File: config.mk
export PLATFORM = sky130hd
export DESIGN_NAME = axi_lite_master_arb
export DESIGN_NICKNAME = d
export VERILOG_FILES = /design/src/rtl/axi_lite_master_arb.sv
export SDC_FILE = /design/constraint.sdc
export NUM_CORES = 1
export LEC_CHECK = 0
export BUFFER_PORTS_ARGS = -buffer_cell sky130_fd_sc_hd__buf_2
export CAP_MARGIN = 10
export CORE_AREA = 2 2 129 131
export CTS_BUF_LIST = sky130_fd_sc_hd__clkbuf_8
export DETAILED_ROUTE_END_ITERATION = 12
export DIE_AREA = 0 0 131 133
export PLACE_DENSITY_LB_ADDON = 0.2
export SYNTH_ARGS = -nofsm -noshare
export SYNTH_HDL_FRONTEND = slang
export SYNTH_SLANG_ARGS = --single-unit
File: constraint.sdc
create_clock -name i_clk -period 3.85 [get_ports i_clk]
set_input_delay 0.1925 -clock i_clk [delete_from_list [all_inputs] [get_ports i_clk]]
set_output_delay 0.1925 -clock i_clk [all_outputs]
set_load 0.01 [all_outputs]
File: src/rtl/axi_lite_master_arb.sv
// axi_lite_master_arb: AXI4-Lite master port shared by NREQ core-side requesters.
// One transaction is in flight at a time. The winner's address, data and strobes are
// latched at grant, and the read data / error is returned to that requester.
// Build option: define FIXED_PRIO_EN to make the lowest index always win. In that build
// the round-robin pointer does not exist. The default build uses round-robin.
//
// Handshake rule on every channel, request side and AXI side alike: a transfer happens on
// the rising edge where valid and ready are both high. A raised valid holds its payload
// stable until that edge. req_ready and rsp_valid are single-cycle pulses.
module axi_lite_master_arb #(
   parameter int         NREQ = 2,
   parameter int         AW   = 32,
   parameter int         DW   = 32,
   parameter logic [2:0] PROT = 3'b000
) (
   input  logic                   i_clk,
   input  logic                   i_rst,
   input  logic [NREQ-1:0]        i_req_valid,
   input  logic [NREQ-1:0]        i_req_we,
   input  logic [NREQ*AW-1:0]     i_req_addr,
   input  logic [NREQ*DW-1:0]     i_req_wdata,
   input  logic [NREQ*DW/8-1:0]   i_req_wstrb,
   output logic [NREQ-1:0]        o_req_ready,
   output logic [NREQ-1:0]        o_rsp_valid,
   output logic [DW-1:0]          o_rsp_rdata,
   output logic                   o_rsp_err,
   output logic                   o_ARvalid,
   input  logic                   i_ARready,
   output logic [AW-1:0]          o_ARdata,
   output logic [2:0]             o_ARprot,
   input  logic                   i_Rvalid,
   output logic                   o_RReady,
   input  logic [DW-1:0]          i_Rdata,
   input  logic [1:0]             i_Rresp,
   output logic                   o_AWvalid,
   input  logic                   i_AWready,
   output logic [AW-1:0]          o_AWdata,
   output logic [2:0]             o_AWprot,
   output logic                   o_Wvalid,
   input  logic                   i_Wready,
   output logic [DW-1:0]          o_Wdata,
   output logic [DW/8-1:0]        o_Wstrb,
   input  logic                   i_Bvalid,
   output logic                   o_Bready,
   input  logic [1:0]             i_Bresp,
   output logic [2:0]             o_dbg_state
);

   localparam int SW = DW / 8;

   localparam logic [2:0] S_IDLE  = 3'd0;
   localparam logic [2:0] S_RD_A  = 3'd1;
   localparam logic [2:0] S_RD_D  = 3'd2;
   localparam logic [2:0] S_WR_AW = 3'd3;
   localparam logic [2:0] S_WR_B  = 3'd4;
   localparam logic [2:0] S_RESP  = 3'd5;

   logic [2:0]    r_state;
   logic [2:0]    r_gnt;
   logic [AW-1:0] r_addr;
   logic [DW-1:0] r_wdata;
   logic [SW-1:0] r_wstrb;
   logic          r_arvalid;
   logic          r_rready;
   logic          r_awvalid;
   logic          r_wvalid;
   logic          r_bready;
   logic [DW-1:0] r_rsp_rdata;
   logic          r_rsp_err;
`ifndef FIXED_PRIO_EN
   logic [2:0]    r_ptr;
`endif

   logic          w_any;
   logic [2:0]    w_gnt;
   logic          w_unused;

   // Only the upper response bit (SLVERR/DECERR) is reported back.
   assign w_unused = &{1'b0, i_Rresp[0], i_Bresp[0]};

   // Winner selection. The descending loop lets the lowest search offset win.
   always_comb begin
      w_any = 1'b0;
      w_gnt = 3'd0;
`ifdef FIXED_PRIO_EN
      for (int k = NREQ - 1; k >= 0; k--) begin
         if (i_req_valid[k]) begin
            w_any = 1'b1;
            w_gnt = 3'(k);
         end
      end
`else
      for (int k = NREQ - 1; k >= 0; k--) begin
         if (i_req_valid[(int'(r_ptr) + k) % NREQ]) begin
            w_any = 1'b1;
            w_gnt = 3'((int'(r_ptr) + k) % NREQ);
         end
      end
`endif
   end

   // Transaction sequencer: grant, AXI address/data phases, response capture, response pulse.
   always_ff @(posedge i_clk) begin
      if (i_rst) begin
         r_state     <= S_IDLE;
         r_gnt       <= 3'd0;
         r_addr      <= '0;
         r_wdata     <= '0;
         r_wstrb     <= '0;
         r_arvalid   <= 1'b0;
         r_rready    <= 1'b0;
         r_awvalid   <= 1'b0;
         r_wvalid    <= 1'b0;
         r_bready    <= 1'b0;
         r_rsp_rdata <= '0;
         r_rsp_err   <= 1'b0;
`ifndef FIXED_PRIO_EN
         r_ptr       <= 3'd0;
`endif
      end else begin
         case (r_state)
            S_IDLE: begin
               if (w_any) begin
                  r_gnt   <= w_gnt;
                  r_addr  <= i_req_addr[int'(w_gnt) * AW +: AW];
                  r_wdata <= i_req_wdata[int'(w_gnt) * DW +: DW];
                  r_wstrb <= i_req_wstrb[int'(w_gnt) * SW +: SW];
`ifndef FIXED_PRIO_EN
                  r_ptr   <= (w_gnt == 3'(NREQ - 1)) ? 3'd0 : w_gnt + 3'd1;
`endif
                  if (i_req_we[w_gnt]) begin
                     r_state   <= S_WR_AW;
                     r_awvalid <= 1'b1;
                     r_wvalid  <= 1'b1;
                  end else begin
                     r_state   <= S_RD_A;
                     r_arvalid <= 1'b1;
                  end
               end
            end
            S_RD_A: begin
               if (i_ARready) begin
                  r_arvalid <= 1'b0;
                  r_rready  <= 1'b1;
                  r_state   <= S_RD_D;
               end
            end
            S_RD_D: begin
               if (i_Rvalid) begin
                  r_rready    <= 1'b0;
                  r_rsp_rdata <= i_Rdata;
                  r_rsp_err   <= i_Rresp[1];
                  r_state     <= S_RESP;
               end
            end
            S_WR_AW: begin
               // AW and W complete independently; move on once neither is still pending.
               if (i_AWready) r_awvalid <= 1'b0;
               if (i_Wready)  r_wvalid  <= 1'b0;
               if ((!r_awvalid || i_AWready) && (!r_wvalid || i_Wready)) begin
                  r_bready <= 1'b1;
                  r_state  <= S_WR_B;
               end
            end
            S_WR_B: begin
               if (i_Bvalid) begin
                  r_bready    <= 1'b0;
                  r_rsp_rdata <= '0;
                  r_rsp_err   <= i_Bresp[1];
                  r_state     <= S_RESP;
               end
            end
            S_RESP:  r_state <= S_IDLE;
            default: r_state <= S_IDLE;
         endcase
      end
   end

   assign o_req_ready = (r_state == S_IDLE && w_any && !i_rst) ? (NREQ'(1) << w_gnt) : '0;
   assign o_rsp_valid = (r_state == S_RESP && !i_rst) ? (NREQ'(1) << r_gnt) : '0;
   assign o_rsp_rdata = r_rsp_rdata;
   assign o_rsp_err   = r_rsp_err;
   assign o_ARvalid   = r_arvalid;
   assign o_ARdata    = r_addr;
   assign o_ARprot    = PROT;
   assign o_RReady    = r_rready;
   assign o_AWvalid   = r_awvalid;
   assign o_AWdata    = r_addr;
   assign o_AWprot    = PROT;
   assign o_Wvalid    = r_wvalid;
   assign o_Wdata     = r_wdata;
   assign o_Wstrb     = r_wstrb;
   assign o_Bready    = r_bready;
   assign o_dbg_state = r_state;

endmodule

==> run_summary.xml, run 1 <==
<?xml version="1.0" encoding="UTF-8"?>
<metrics>
  <group name="yosys">
    <metric name="synth-async-reset-ratio" unit="%">0</metric>
    <metric name="synth.yosys.seq_area_share" unit="%">47.1</metric>
    <metric name="synth-compound-area-share" unit="%">21.9</metric>
    <metric name="synth_cell_types" unit="">39</metric>
    <metric name="postSynthCellCount" unit="">491</metric>
    <metric name="synthesis.area_per_instance" unit="um^2">9.61</metric>
    <metric name="synth_enable_flop_cells" unit="">0</metric>
    <metric name="synth_top_family_by_area" unit="">compound AO/OA/AOI/OAI gates</metric>
    <metric name="yosys.area_share.simple" unit="%">19.1</metric>
    <metric name="synth_xor_area_share" unit="%">0</metric>
    <metric name="synth_area" unit="mm^2">0.00472</metric>
    <metric name="synth-main-ff-cell" unit="">dfxtp_1</metric>
    <metric name="synth_warnings" unit="">0</metric>
    <metric name="synth.mux.area_fraction" unit="%">0.424</metric>
    <metric name="synth_adder_area_share" unit="%">0</metric>
    <metric name="postSynthRegisterBits" unit="">111</metric>
  </group>
  <group name="global_route">
    <metric name="top_usage_layer" unit="">met2</metric>
    <metric name="grt_overflow" unit="">0</metric>
    <metric name="first_global_vias" unit="">4591</metric>
    <metric name="global_route_wire_length_before_repair" unit="um">23400</metric>
    <metric name="grt_antenna_before_repair" unit="">1</metric>
    <metric name="global_route.usage.total" unit="%">17.1</metric>
    <metric name="grt_start_max_net_pins" unit="">50</metric>
    <metric name="grtUsageMet1" unit="%">19.4</metric>
    <metric name="use_met2" unit="%">29.8</metric>
    <metric name="globalRouteMet3Util" unit="%">4.89</metric>
  </group>
  <group name="placement">
    <metric name="dpl.hpwl" unit="um">11600</metric>
    <metric name="place.gp.congestion" unit="">0.786</metric>
    <metric name="placedCellCount" unit="">968</metric>
    <metric name="post-place-ws" unit="ns">1.29</metric>
    <metric name="dpl-instance-area" unit="mm^2">0.00620</metric>
    <metric name="place.port_buffers" unit="">325</metric>
  </group>
  <group name="final_layout">
    <metric name="multiInputGateArea" unit="mm^2">0.00200</metric>
    <metric name="flow.area_growth_from_synthesis" unit="%">42.6</metric>
    <metric name="final_layout_size_suffix_gt1_share" unit="%">44.7</metric>
    <metric name="total_area_of_sequential_cells" unit="mm^2">0.00222</metric>
    <metric name="n_fill_cell" unit="">1599</metric>
    <metric name="final_area" unit="mm^2">0.00673</metric>
    <metric name="layout.cells.non_filler" unit="">1018</metric>
    <metric name="postLayoutCoreUtil" unit="%">41.6</metric>
    <metric name="finish.net_count" unit="">975</metric>
  </group>
  <group name="clock_tree">
    <metric name="clkLatencyLatePin" unit="ns">0.38</metric>
    <metric name="cts.repair_timing.setup_buffer_count" unit="">0</metric>
    <metric name="clk_transition_reported_paths" unit="ns">0.11</metric>
    <metric name="cts_tree" unit="">built</metric>
    <metric name="cts_max_path_buffers" unit="">2</metric>
    <metric name="cts_resized" unit="">0</metric>
    <metric name="root_buffer" unit="">clkbuf_8</metric>
    <metric name="tritoncts.num_buffers" unit="">9</metric>
    <metric name="cts.sink_count" unit="">111</metric>
    <metric name="cts_htree_levels" unit="">3</metric>
  </group>
  <group name="die">
    <metric name="floorplan.core_area" unit="mm^2">0.0162</metric>
    <metric name="die_area" unit="mm^2">0.0174</metric>
    <metric name="die_x" unit="um">131</metric>
    <metric name="die_height" unit="um">133</metric>
    <metric name="ios" unit="">334</metric>
    <metric name="floorplan.initialDensity" unit="%">29.2</metric>
    <metric name="fp-row-count" unit="">47</metric>
  </group>
  <group name="worst_setup_path">
    <metric name="path_class" unit="">flip-flop to primary output</metric>
    <metric name="crit_arrival" unit="ns">2.37</metric>
    <metric name="worst-path-max-fanout" unit="">30</metric>
    <metric name="timing.critical_path.required" unit="ns">3.66</metric>
    <metric name="capturing_element_type_of_the_critical_path" unit="">primary output</metric>
    <metric name="reg2reg_setup_slack" unit="ns">1.39</metric>
    <metric name="critical_path.slowest_cell" unit="">or4_4</metric>
    <metric name="crit-reg2reg-capture" unit="">o_Wstrb[1]</metric>
    <metric name="cp-startpoint" unit="">o_dbg_state[1]</metric>
    <metric name="cp_cell_sequence" unit="">or4_4, nor2b_4, buf_4, buf_2</metric>
    <metric name="start_kind" unit="">flip-flop</metric>
    <metric name="r2r.worst_path.cells" unit="">5</metric>
    <metric name="critPathMaxStageDelay" unit="ns">0.64</metric>
    <metric name="critical_path.reg2reg.startpoint" unit="">o_dbg_state[1]</metric>
  </group>
  <group name="sta">
    <metric name="period_share" unit="%">66.5</metric>
    <metric name="finalClockSkew" unit="ns">0.0118</metric>
    <metric name="rsz0062_at_grt" unit="">false</metric>
    <metric name="final_critical_path_setup_slack" unit="ns">1.29</metric>
    <metric name="worst_hold_margin" unit="ns">0.0315</metric>
    <metric name="finalSetupViolations" unit="">0</metric>
    <metric name="final-max-slew-violation-count" unit="">0</metric>
    <metric name="max_freq" unit="MHz">391</metric>
    <metric name="slew_headroom" unit="%">24.8</metric>
    <metric name="fin_crit" unit="ns">2.56</metric>
    <metric name="post_route_setup_tns" unit="ns">0</metric>
    <metric name="hold_viol_final" unit="">0</metric>
    <metric name="timing_worst_slew_pin_value" unit="ns">1.13</metric>
  </group>
  <group name="power_and_ir_drop">
    <metric name="power.ir.vdd_worst" unit="V">0.000193</metric>
    <metric name="power_per_standard_cell_area" unit="mW/mm^2">495</metric>
    <metric name="power_leakage" unit="nW">3.33</metric>
    <metric name="fin_total_pwr" unit="mW">3.33</metric>
  </group>
  <group name="min_path">
    <metric name="hold_end" unit="">o_Wdata[6]</metric>
    <metric name="hp-start" unit="">i_req_wdata[38]</metric>
    <metric name="hold_path_class" unit="">input port to flip-flop</metric>
    <metric name="min_path_cells" unit="">2</metric>
  </group>
  <group name="detailed_routing">
    <metric name="route.antenna.remaining_nets" unit="">0</metric>
    <metric name="dr.first_iter.drc_count" unit="">246</metric>
    <metric name="detail_route.drc_violations" unit="">0</metric>
    <metric name="routed_via_density" unit="">4.75</metric>
    <metric name="drtPass1Iterations" unit="">6</metric>
    <metric name="dr_total_vias" unit="">4836</metric>
    <metric name="postRouteWirelength" unit="um">16000</metric>
    <metric name="per_cell_routed_wire_length" unit="um">15.7</metric>
  </group>
  <group name="flow_run">
    <metric name="drv.max_cap_violation_count" unit="">0</metric>
  </group>
  <group name="run_status">
    <metric name="run_status" unit="">finished clean</metric>
  </group>
</metrics>
cells in the final DEF (no fill, tap or decap), types with 8 or more instances in the layout:
cell type	count
and2_1	69
buf_2	325
a221o_1	68
clkbuf_8	9
dfxtp_1	111
dlygate4sd3_1	33
nand3_1	34
a21oi_1	38
nand2_1	36
nor2_1	8
state kept, by name, indices dropped and copies added, names as in the netlist:
register     count
r_ptr            1
r_gnt            1
o_ARdata        32
o_rsp_rdata     32
o_ARvalid        1
o_Wstrb          4
o_AWvalid        1
o_Bready         1
o_Wdata         32
o_rsp_err        1
o_dbg_state      3
o_RReady         1
o_Wvalid         1
cell type report:
type / count / share of cell area, %
Antenna cell: 1 / 0.0372
Clock buffer: 9 / 1.84
Clock inverter: 7 / 1.17
Inverter: 6 / 0.335
Multi-Input combinational cell: 301 / 29.7
Sequential cell: 111 / 33.0
Tap cell: 220 / 4.09
Timing Repair Buffer: 363 / 29.8
synth_stat cells (2+ instances only):
cell type / n / share of area, %
nor3_1: 3 / 0.32
buf_8: 2 / 0.64
buf_4: 45 / 7.2
dfxtp_1: 111 / 47
clkbuf_1: 17 / 1.4
a211oi_1: 3 / 0.48
buf_2: 12 / 1.3
a31o_2: 2 / 0.37
a21oi_1: 38 / 4.0
buf_6: 2 / 0.48
nand3_1: 34 / 3.6
inv_1: 6 / 0.48
nand2_1: 36 / 2.9
mux2i_1: 2 / 0.42
a211o_1: 2 / 0.37
nor2b_1: 5 / 0.66
nor2_1: 9 / 0.72
o21ai_0: 4 / 0.42
a221o_1: 68 / 14
a31oi_1: 2 / 0.26
and2_1: 69 / 9.1
a22oi_1: 2 / 0.32
where the power goes:
group,switching [mW],internal [mW]
clock,0.436,0.309
sequential,0.151,1.35
combinational,0.584,0.498
total,1.17,2.16
metal layers:
metal	part of all wire, %	vias up
li1	-	2335
met1	40	2265
met2	49	215
met3	8.8	21
met4	1.9	0
met5	0	-
logic make-up after synthesis:
| family | after synthesis |
|---|---|
| compound gates | 128 |
| mux | 2 |
| simple gates | 165 |
| buf+inv | 84 |
| other cells | 1 |
| flops | 111 |
critical path: cells and delay by family (launching register included):
family / cells / cell delay, ns
AND/OR/NAND/NOR: 2 / 0.89
flip-flops: 1 / 0.49
buffers and inverters: 2 / 0.58
how the worst max path moves through the flow:
| stage | endpoint | slack, ns | cells past startpoint |
|---|---|---|---|
| CTS | o_req_ready[1] | 1.24 | 4 |
| detailed placement | o_Wstrb[1] | 1.29 | 6 |
| finish | o_req_ready[1] | 1.29 | 4 |
| global placement | o_Wdata[3] | 1.39 | 6 |
| floorplan | o_Wdata[25] | 2.19 | 7 |
| global route | o_req_ready[1] | 1.16 | 4 |
what timing repair did:
action / 4_1_cts / 5_1_grt
setup endpoints to repair: 0 / 0
hold buffers: 33 / 0
endpoints found under the hold margin: 33 / 0
Note: power is estimated with default switching activity, not from simulation.
==> run 2, diff against run 1 <==
Clock period 3.85 ns to 2.2 ns, I/O delays scaled along.
==> run 2 against run 1 <==
  * Clock power increased by 66%
  * Critical path type unchanged
  * Largest cell class is now non-clock buffers
  * Largest power group unchanged
  * Sequential share of layout area down 4.1 points
  * Clock skew decreased by 0.0015 ns
  * Sequential power increased by 72%
  * Flip-flop and latch count is the same
  * First-iteration DRC count is 24% higher
  * Worst setup slack got worse by 1.2 ns
  * Core utilization up 5.8 points
==> run_summary.xml, run 2 (synthesis results as in run 1) <==
<?xml version="1.0" encoding="UTF-8"?>
<metrics>
  <group name="run_status">
    <metric name="run_status" unit="">finished clean</metric>
  </group>
  <group name="clock_tree">
    <metric name="clk_transition_reported_paths" unit="ns">0.10</metric>
    <metric name="cts_tree" unit="">built</metric>
    <metric name="clkLatencyLatePin" unit="ns">0.37</metric>
    <metric name="tritoncts.num_buffers" unit="">9</metric>
    <metric name="cts.sink_count" unit="">111</metric>
    <metric name="cts_htree_levels" unit="">3</metric>
    <metric name="cts_max_path_buffers" unit="">2</metric>
    <metric name="root_buffer" unit="">clkbuf_8</metric>
  </group>
  <group name="worst_setup_path">
    <metric name="crit_arrival" unit="ns">1.96</metric>
    <metric name="worst-path-max-fanout" unit="">16</metric>
    <metric name="crit-reg2reg-capture" unit="">o_Wdata[24]</metric>
    <metric name="start_kind" unit="">flip-flop</metric>
    <metric name="r2r.worst_path.cells" unit="">6</metric>
    <metric name="reg2reg_setup_slack" unit="ns">0.21</metric>
    <metric name="critical_path.slowest_cell" unit="">or4_4</metric>
    <metric name="timing.critical_path.required" unit="ns">2.09</metric>
    <metric name="capturing_element_type_of_the_critical_path" unit="">primary output</metric>
    <metric name="cp-startpoint" unit="">o_dbg_state[1]</metric>
    <metric name="path_class" unit="">flip-flop to primary output</metric>
    <metric name="critPathMaxStageDelay" unit="ns">0.59</metric>
    <metric name="critical_path.reg2reg.startpoint" unit="">o_dbg_state[1]</metric>
    <metric name="crit_path_end" unit="">o_req_ready[1]</metric>
    <metric name="cp_cell_sequence" unit="">buf_4, or4_4, nor2b_4, buf_12, buf_2</metric>
  </group>
  <group name="die">
    <metric name="floorplan.core_area" unit="mm^2">0.0162</metric>
    <metric name="ios" unit="">334</metric>
    <metric name="floorplan.initialDensity" unit="%">29.2</metric>
    <metric name="fp-row-count" unit="">47</metric>
    <metric name="die_x" unit="um">131</metric>
    <metric name="die_height" unit="um">133</metric>
    <metric name="die_area" unit="mm^2">0.0174</metric>
  </group>
  <group name="detailed_routing">
    <metric name="routed_via_density" unit="">4.74</metric>
    <metric name="detail_route.drc_violations" unit="">0</metric>
    <metric name="dr_total_vias" unit="">5262</metric>
    <metric name="route.antenna.remaining_nets" unit="">0</metric>
    <metric name="postRouteWirelength" unit="um">17600</metric>
    <metric name="per_cell_routed_wire_length" unit="um">15.8</metric>
    <metric name="dr.first_iter.drc_count" unit="">304</metric>
    <metric name="drtPass1Iterations" unit="">4</metric>
  </group>
  <group name="placement">
    <metric name="place.gp.congestion" unit="">0.784</metric>
    <metric name="dpl-instance-area" unit="mm^2">0.00628</metric>
    <metric name="place.port_buffers" unit="">325</metric>
    <metric name="dpl.hpwl" unit="um">11700</metric>
    <metric name="post-place-ws" unit="ns">0.251</metric>
  </group>
  <group name="min_path">
    <metric name="hold_path_class" unit="">input port to flip-flop</metric>
  </group>
  <group name="global_route">
    <metric name="first_global_vias" unit="">5225</metric>
    <metric name="global_route.usage.total" unit="%">19.0</metric>
    <metric name="global_route_wire_length_before_repair" unit="um">26300</metric>
    <metric name="grt_overflow" unit="">0</metric>
    <metric name="grt_start_max_net_pins" unit="">45</metric>
    <metric name="grt_antenna_before_repair" unit="">1</metric>
  </group>
  <group name="final_layout">
    <metric name="postLayoutCoreUtil" unit="%">47.5</metric>
    <metric name="final_layout_size_suffix_gt1_share" unit="%">41.3</metric>
    <metric name="final_cell_mix" unit="">buf_2, dlygate4sd3_1, dfxtp_1</metric>
    <metric name="final_area" unit="mm^2">0.00768</metric>
    <metric name="finish.net_count" unit="">1070</metric>
    <metric name="flow.area_growth_from_synthesis" unit="%">62.6</metric>
    <metric name="mostFrequentLayoutCell" unit="">buf_2</metric>
  </group>
  <group name="power_and_ir_drop">
    <metric name="share_clk_of_total_power" unit="%">20.7</metric>
    <metric name="power.ir.vdd_worst" unit="V">0.000382</metric>
    <metric name="power_leakage" unit="nW">3.76</metric>
    <metric name="power.combinational.fraction" unit="%">36.0</metric>
    <metric name="power_per_standard_cell_area" unit="mW/mm^2">781</metric>
    <metric name="p_switching" unit="mW">2.04</metric>
    <metric name="power.share.switching" unit="%">34.1</metric>
    <metric name="intPower" unit="mW">3.95</metric>
    <metric name="sequential_group_share_of_total_power" unit="%">43.3</metric>
  </group>
  <group name="sta">
    <metric name="post_route_setup_tns" unit="ns">0</metric>
    <metric name="period_share" unit="%">94.1</metric>
    <metric name="finalClockSkew" unit="ns">0.0103</metric>
    <metric name="slew_headroom" unit="%">36.0</metric>
    <metric name="finalSetupViolations" unit="">0</metric>
    <metric name="final-max-slew-violation-count" unit="">0</metric>
    <metric name="hold_viol_final" unit="">0</metric>
    <metric name="max_freq" unit="MHz">483</metric>
    <metric name="final_critical_path_setup_slack" unit="ns">0.129</metric>
    <metric name="timing_worst_slew_pin_value" unit="ns">0.958</metric>
    <metric name="rsz0062_at_grt" unit="">false</metric>
    <metric name="fin_crit" unit="ns">2.07</metric>
  </group>
  <group name="flow_run">
    <metric name="drv.max_cap_violation_count" unit="">0</metric>
  </group>
</metrics>
[run 2: final cells by class]
class / instances / area [um^2]
clock buffer: 10 / 138
multi-input combinational: 301 / 2000
clock inverter: 4 / 47.5
sequential: 111 / 2220
inverter: 6 / 22.5
antenna: 1 / 2.50
timing repair buffer: 458 / 2970
fill: 1517 / 8490
tap: 220 / 275
[run 2: worst max-delay path: cells and delay by family, from the launching register on]
kind	cells	cell delay [ns]
and+or+nand+nor	2	0.80
buffers and inverters	3	0.46
DFF	1	0.33
[run 2: layer usage]
metal,routed length (um),up-vias,track usage (%)
li1,-,2518,-
met1,6830,2491,20.7
met2,8940,234,34.7
met3,1520,19,6.03
met4,268,0,5.73
met5,0,-,0
[run 2: power groups by stage]
stage,Combinational [mW],Sequential [mW],Clock (mW)
floorplan,1.07,2.79,0
global placement,1.93,2.62,0
detailed placement,1.95,2.63,0
CTS,2.13,2.59,1.30
global route,2.35,2.64,1.37
finish,2.16,2.59,1.24
[run 2: what timing repair did]
item / in CTS / in global routing
resized for setup: 3 / 2
cloned: 0 / 1
endpoints found under the hold margin: 98 / 0
hold buffers: 113 / 0
endpoints found under the setup margin: 1 / 2
buffers inserted: 0 / 5
[run 2: how the worst min path moves through the flow]
| stage | start | endpoint | slack, ns | cells past startpoint |
|---|---|---|---|---|
| 6_report | i_Rdata[19] | o_rsp_rdata[19] | 0.02 | 3 |
| 3_5_place_dp | i_req_addr[61] | o_ARdata[29] | 0.34 | 2 |
| 4_1_cts | i_req_addr[24] | o_ARdata[24] | 0.00006 | 3 |
| 2_1_floorplan | i_req_addr[32] | o_ARdata[0] | 0.25 | 1 |
| 3_3_place_gp | i_req_addr[61] | o_ARdata[29] | 0.34 | 2 |
| 5_1_grt | i_req_wdata[12] | o_Wdata[12] | 0.002 | 3 |
[run 2: per-stage QoR]
step	instances	total power [mW]	hold WS, ns
after floorplan	496	3.86	0.249
after global placement	977	4.55	0.335
after detailed placement	977	4.58	0.338
after CTS	1104	6.02	0.0000591
after global routing	1111	6.36	0.00168
final	1111	5.99	0.0241
==> run 3, diff against run 2 <==
Settings changed: CTS_CLUSTER_DIAMETER set to 120, PLACE_DENSITY set to 0.61, PLACE_DENSITY_LB_ADDON 0.2 to unset.
Clock period 2.2 ns to 1.8 ns, I/O delays scaled along.
==> run 3 against run 2 <==
  * Core utilization rose by 4.2 points
  * Worst hold slack got worse by 0.0024 ns
  * Non-clock buffer count rose by 57
==> run_summary.xml, run 3 (synthesis results as in run 1) <==
<?xml version="1.0" encoding="UTF-8"?>
<metrics>
  <group name="sta">
    <metric name="finalClockSkew" unit="ns">0.0143</metric>
    <metric name="post_route_setup_tns" unit="ns">0</metric>
    <metric name="period_share" unit="%">95.1</metric>
    <metric name="final-max-slew-violation-count" unit="">0</metric>
    <metric name="hold_viol_final" unit="">0</metric>
    <metric name="fin_crit" unit="ns">1.71</metric>
    <metric name="rsz0062_at_grt" unit="">false</metric>
    <metric name="max_freq" unit="MHz">584</metric>
    <metric name="finalSetupViolations" unit="">0</metric>
    <metric name="final_critical_path_setup_slack" unit="ns">0.0877</metric>
  </group>
  <group name="clock_tree">
    <metric name="clkLatencyLatePin" unit="ns">0.39</metric>
    <metric name="root_buffer" unit="">clkbuf_8</metric>
    <metric name="cts_max_path_buffers" unit="">2</metric>
    <metric name="clk_transition_reported_paths" unit="ns">0.12</metric>
    <metric name="tritoncts.num_buffers" unit="">9</metric>
    <metric name="cts_htree_levels" unit="">3</metric>
    <metric name="cts_tree" unit="">built</metric>
    <metric name="cts.sink_count" unit="">111</metric>
  </group>
  <group name="placement">
    <metric name="dpl.hpwl" unit="um">11500</metric>
    <metric name="post-place-ws" unit="ns">0.176</metric>
    <metric name="place.port_buffers" unit="">325</metric>
    <metric name="dpl-instance-area" unit="mm^2">0.00637</metric>
    <metric name="place.gp.congestion" unit="">0.749</metric>
  </group>
  <group name="worst_setup_path">
    <metric name="capturing_element_type_of_the_critical_path" unit="">primary output</metric>
    <metric name="timing.critical_path.required" unit="ns">1.71</metric>
    <metric name="start_kind" unit="">flip-flop</metric>
    <metric name="crit_arrival" unit="ns">1.62</metric>
    <metric name="path_class" unit="">flip-flop to primary output</metric>
    <metric name="worst-path-max-fanout" unit="">2</metric>
  </group>
  <group name="die">
    <metric name="die_height" unit="um">133</metric>
    <metric name="floorplan.initialDensity" unit="%">29.2</metric>
    <metric name="die_x" unit="um">131</metric>
    <metric name="floorplan.core_area" unit="mm^2">0.0162</metric>
    <metric name="die_area" unit="mm^2">0.0174</metric>
    <metric name="ios" unit="">334</metric>
    <metric name="fp-row-count" unit="">47</metric>
  </group>
  <group name="final_layout">
    <metric name="finish.net_count" unit="">1127</metric>
    <metric name="final_area" unit="mm^2">0.00835</metric>
    <metric name="postLayoutCoreUtil" unit="%">51.6</metric>
    <metric name="flow.area_growth_from_synthesis" unit="%">76.9</metric>
    <metric name="final_cell_mix" unit="">buf_2, dlygate4sd3_1, dfxtp_1</metric>
    <metric name="mostFrequentLayoutCell" unit="">buf_2</metric>
    <metric name="antenna_cells" unit="">0</metric>
    <metric name="final_layout_size_suffix_gt1_share" unit="%">39.7</metric>
    <metric name="n_fill_cell" unit="">1441</metric>
  </group>
  <group name="power_and_ir_drop">
    <metric name="p_switching" unit="mW">2.69</metric>
    <metric name="power.share.switching" unit="%">35.5</metric>
    <metric name="share_clk_of_total_power" unit="%">20.0</metric>
    <metric name="power.ir.vdd_worst" unit="V">0.000430</metric>
    <metric name="sequential_group_share_of_total_power" unit="%">42.2</metric>
    <metric name="power_leakage" unit="nW">4.03</metric>
    <metric name="power.combinational.fraction" unit="%">37.8</metric>
    <metric name="power_per_standard_cell_area" unit="mW/mm^2">905</metric>
    <metric name="intPower" unit="mW">4.87</metric>
  </group>
  <group name="run_status">
    <metric name="run_status" unit="">finished clean</metric>
  </group>
  <group name="global_route">
    <metric name="global_route_wire_length_before_repair" unit="um">27900</metric>
    <metric name="first_global_vias" unit="">5589</metric>
    <metric name="global_route.usage.total" unit="%">20.3</metric>
    <metric name="grt_start_max_net_pins" unit="">40</metric>
    <metric name="grt_overflow" unit="">0</metric>
    <metric name="grt_antenna_before_repair" unit="">0</metric>
  </group>
  <group name="detailed_routing">
    <metric name="detail_route.drc_violations" unit="">0</metric>
    <metric name="dr_total_vias" unit="">5474</metric>
    <metric name="routed_via_density" unit="">4.68</metric>
    <metric name="dr.first_iter.drc_count" unit="">247</metric>
    <metric name="postRouteWirelength" unit="um">18800</metric>
    <metric name="route.antenna.remaining_nets" unit="">0</metric>
    <metric name="per_cell_routed_wire_length" unit="um">16.1</metric>
    <metric name="drtPass1Iterations" unit="">5</metric>
  </group>
  <group name="flow_run">
    <metric name="drv.max_cap_violation_count" unit="">0</metric>
  </group>
  <group name="min_path">
    <metric name="hold_path_class" unit="">input port to flip-flop</metric>
  </group>
</metrics>
[run 3: cell types whose count changed in the layout (fill, tap and decap cells not counted), sizes merged]
cell         change
diode            -1
clkinv           +2
inv              +2
clkbuf           -2
bufbuf           +1
buf              +3
dlygate4sd3     +54
bufinv           -1
[run 3: area by class of cell]
cell class              count  area, um^2  share of cell area, %
repair buffers            515        3630                   43.5
flip-flops and latches    111        2220                   26.6
multi-input cells         301        2010                   24.0
well taps                 220         275                   3.30
clock buffers               9         124                   1.48
clock inverters             7        65.1                  0.779
inverters                   6        22.5                  0.270
[run 3: worst max-delay path, stage by stage (launching register included)]
cell	delay, ns
dfxtp_2	0.34
or4_4	0.55
nor2b_4	0.16
buf_12	0.11
buf_6	0.09
[run 3: metal layers]
layer	vias to the layer above	wire length, um	global-route usage [%]
li1	2643	-	-
met1	2539	7550	22.9
met2	257	9210	36.0
met3	35	1570	5.14
met4	0	477	7.98
met5	-	0	0
[run 3: power by group through the flow]
stage	combinational, mW	clock, mW	sequential, mW
2_1_floorplan	1.31	0	3.41
3_3_place_gp	2.48	0	3.21
3_5_place_dp	2.49	0	3.22
4_1_cts	2.85	1.56	3.17
5_1_grt	3.08	1.65	3.24
6_report	2.86	1.51	3.19
[run 3: through the flow]
step,power (mW),hold slack [ns],std cells
2_1_floorplan,4.72,0.229,496
3_3_place_gp,5.69,0.312,980
3_5_place_dp,5.71,0.318,980
4_1_cts,7.58,0.00506,1168
5_1_grt,7.97,0.0213,1169
6_report,7.56,0.0217,1169
[run 3: repair_timing]
action / CTS / global route
hold buffers: 167 / 0
hold endpoints to repair: 102 / 0
gates cloned: 2 / 0
gates resized for setup: 3 / 4
pin swaps: 2 / 1
setup endpoints to repair: 3 / 20
setup buffers: 3 / 1
[run 3: worst paths after layout]
kind	from	end	slack, ns	depth (start not counted)
setup / recovery	o_dbg_state[0]	o_req_ready[1]	0.09	4
hold / removal	i_req_wdata[9]	o_Wdata[9]	0.02	3
setup reg to reg	o_dbg_state[0]	o_ARdata[31]	0.09	6
hold reg to reg	o_rsp_rdata[3]	o_rsp_rdata[3]	0.46	2
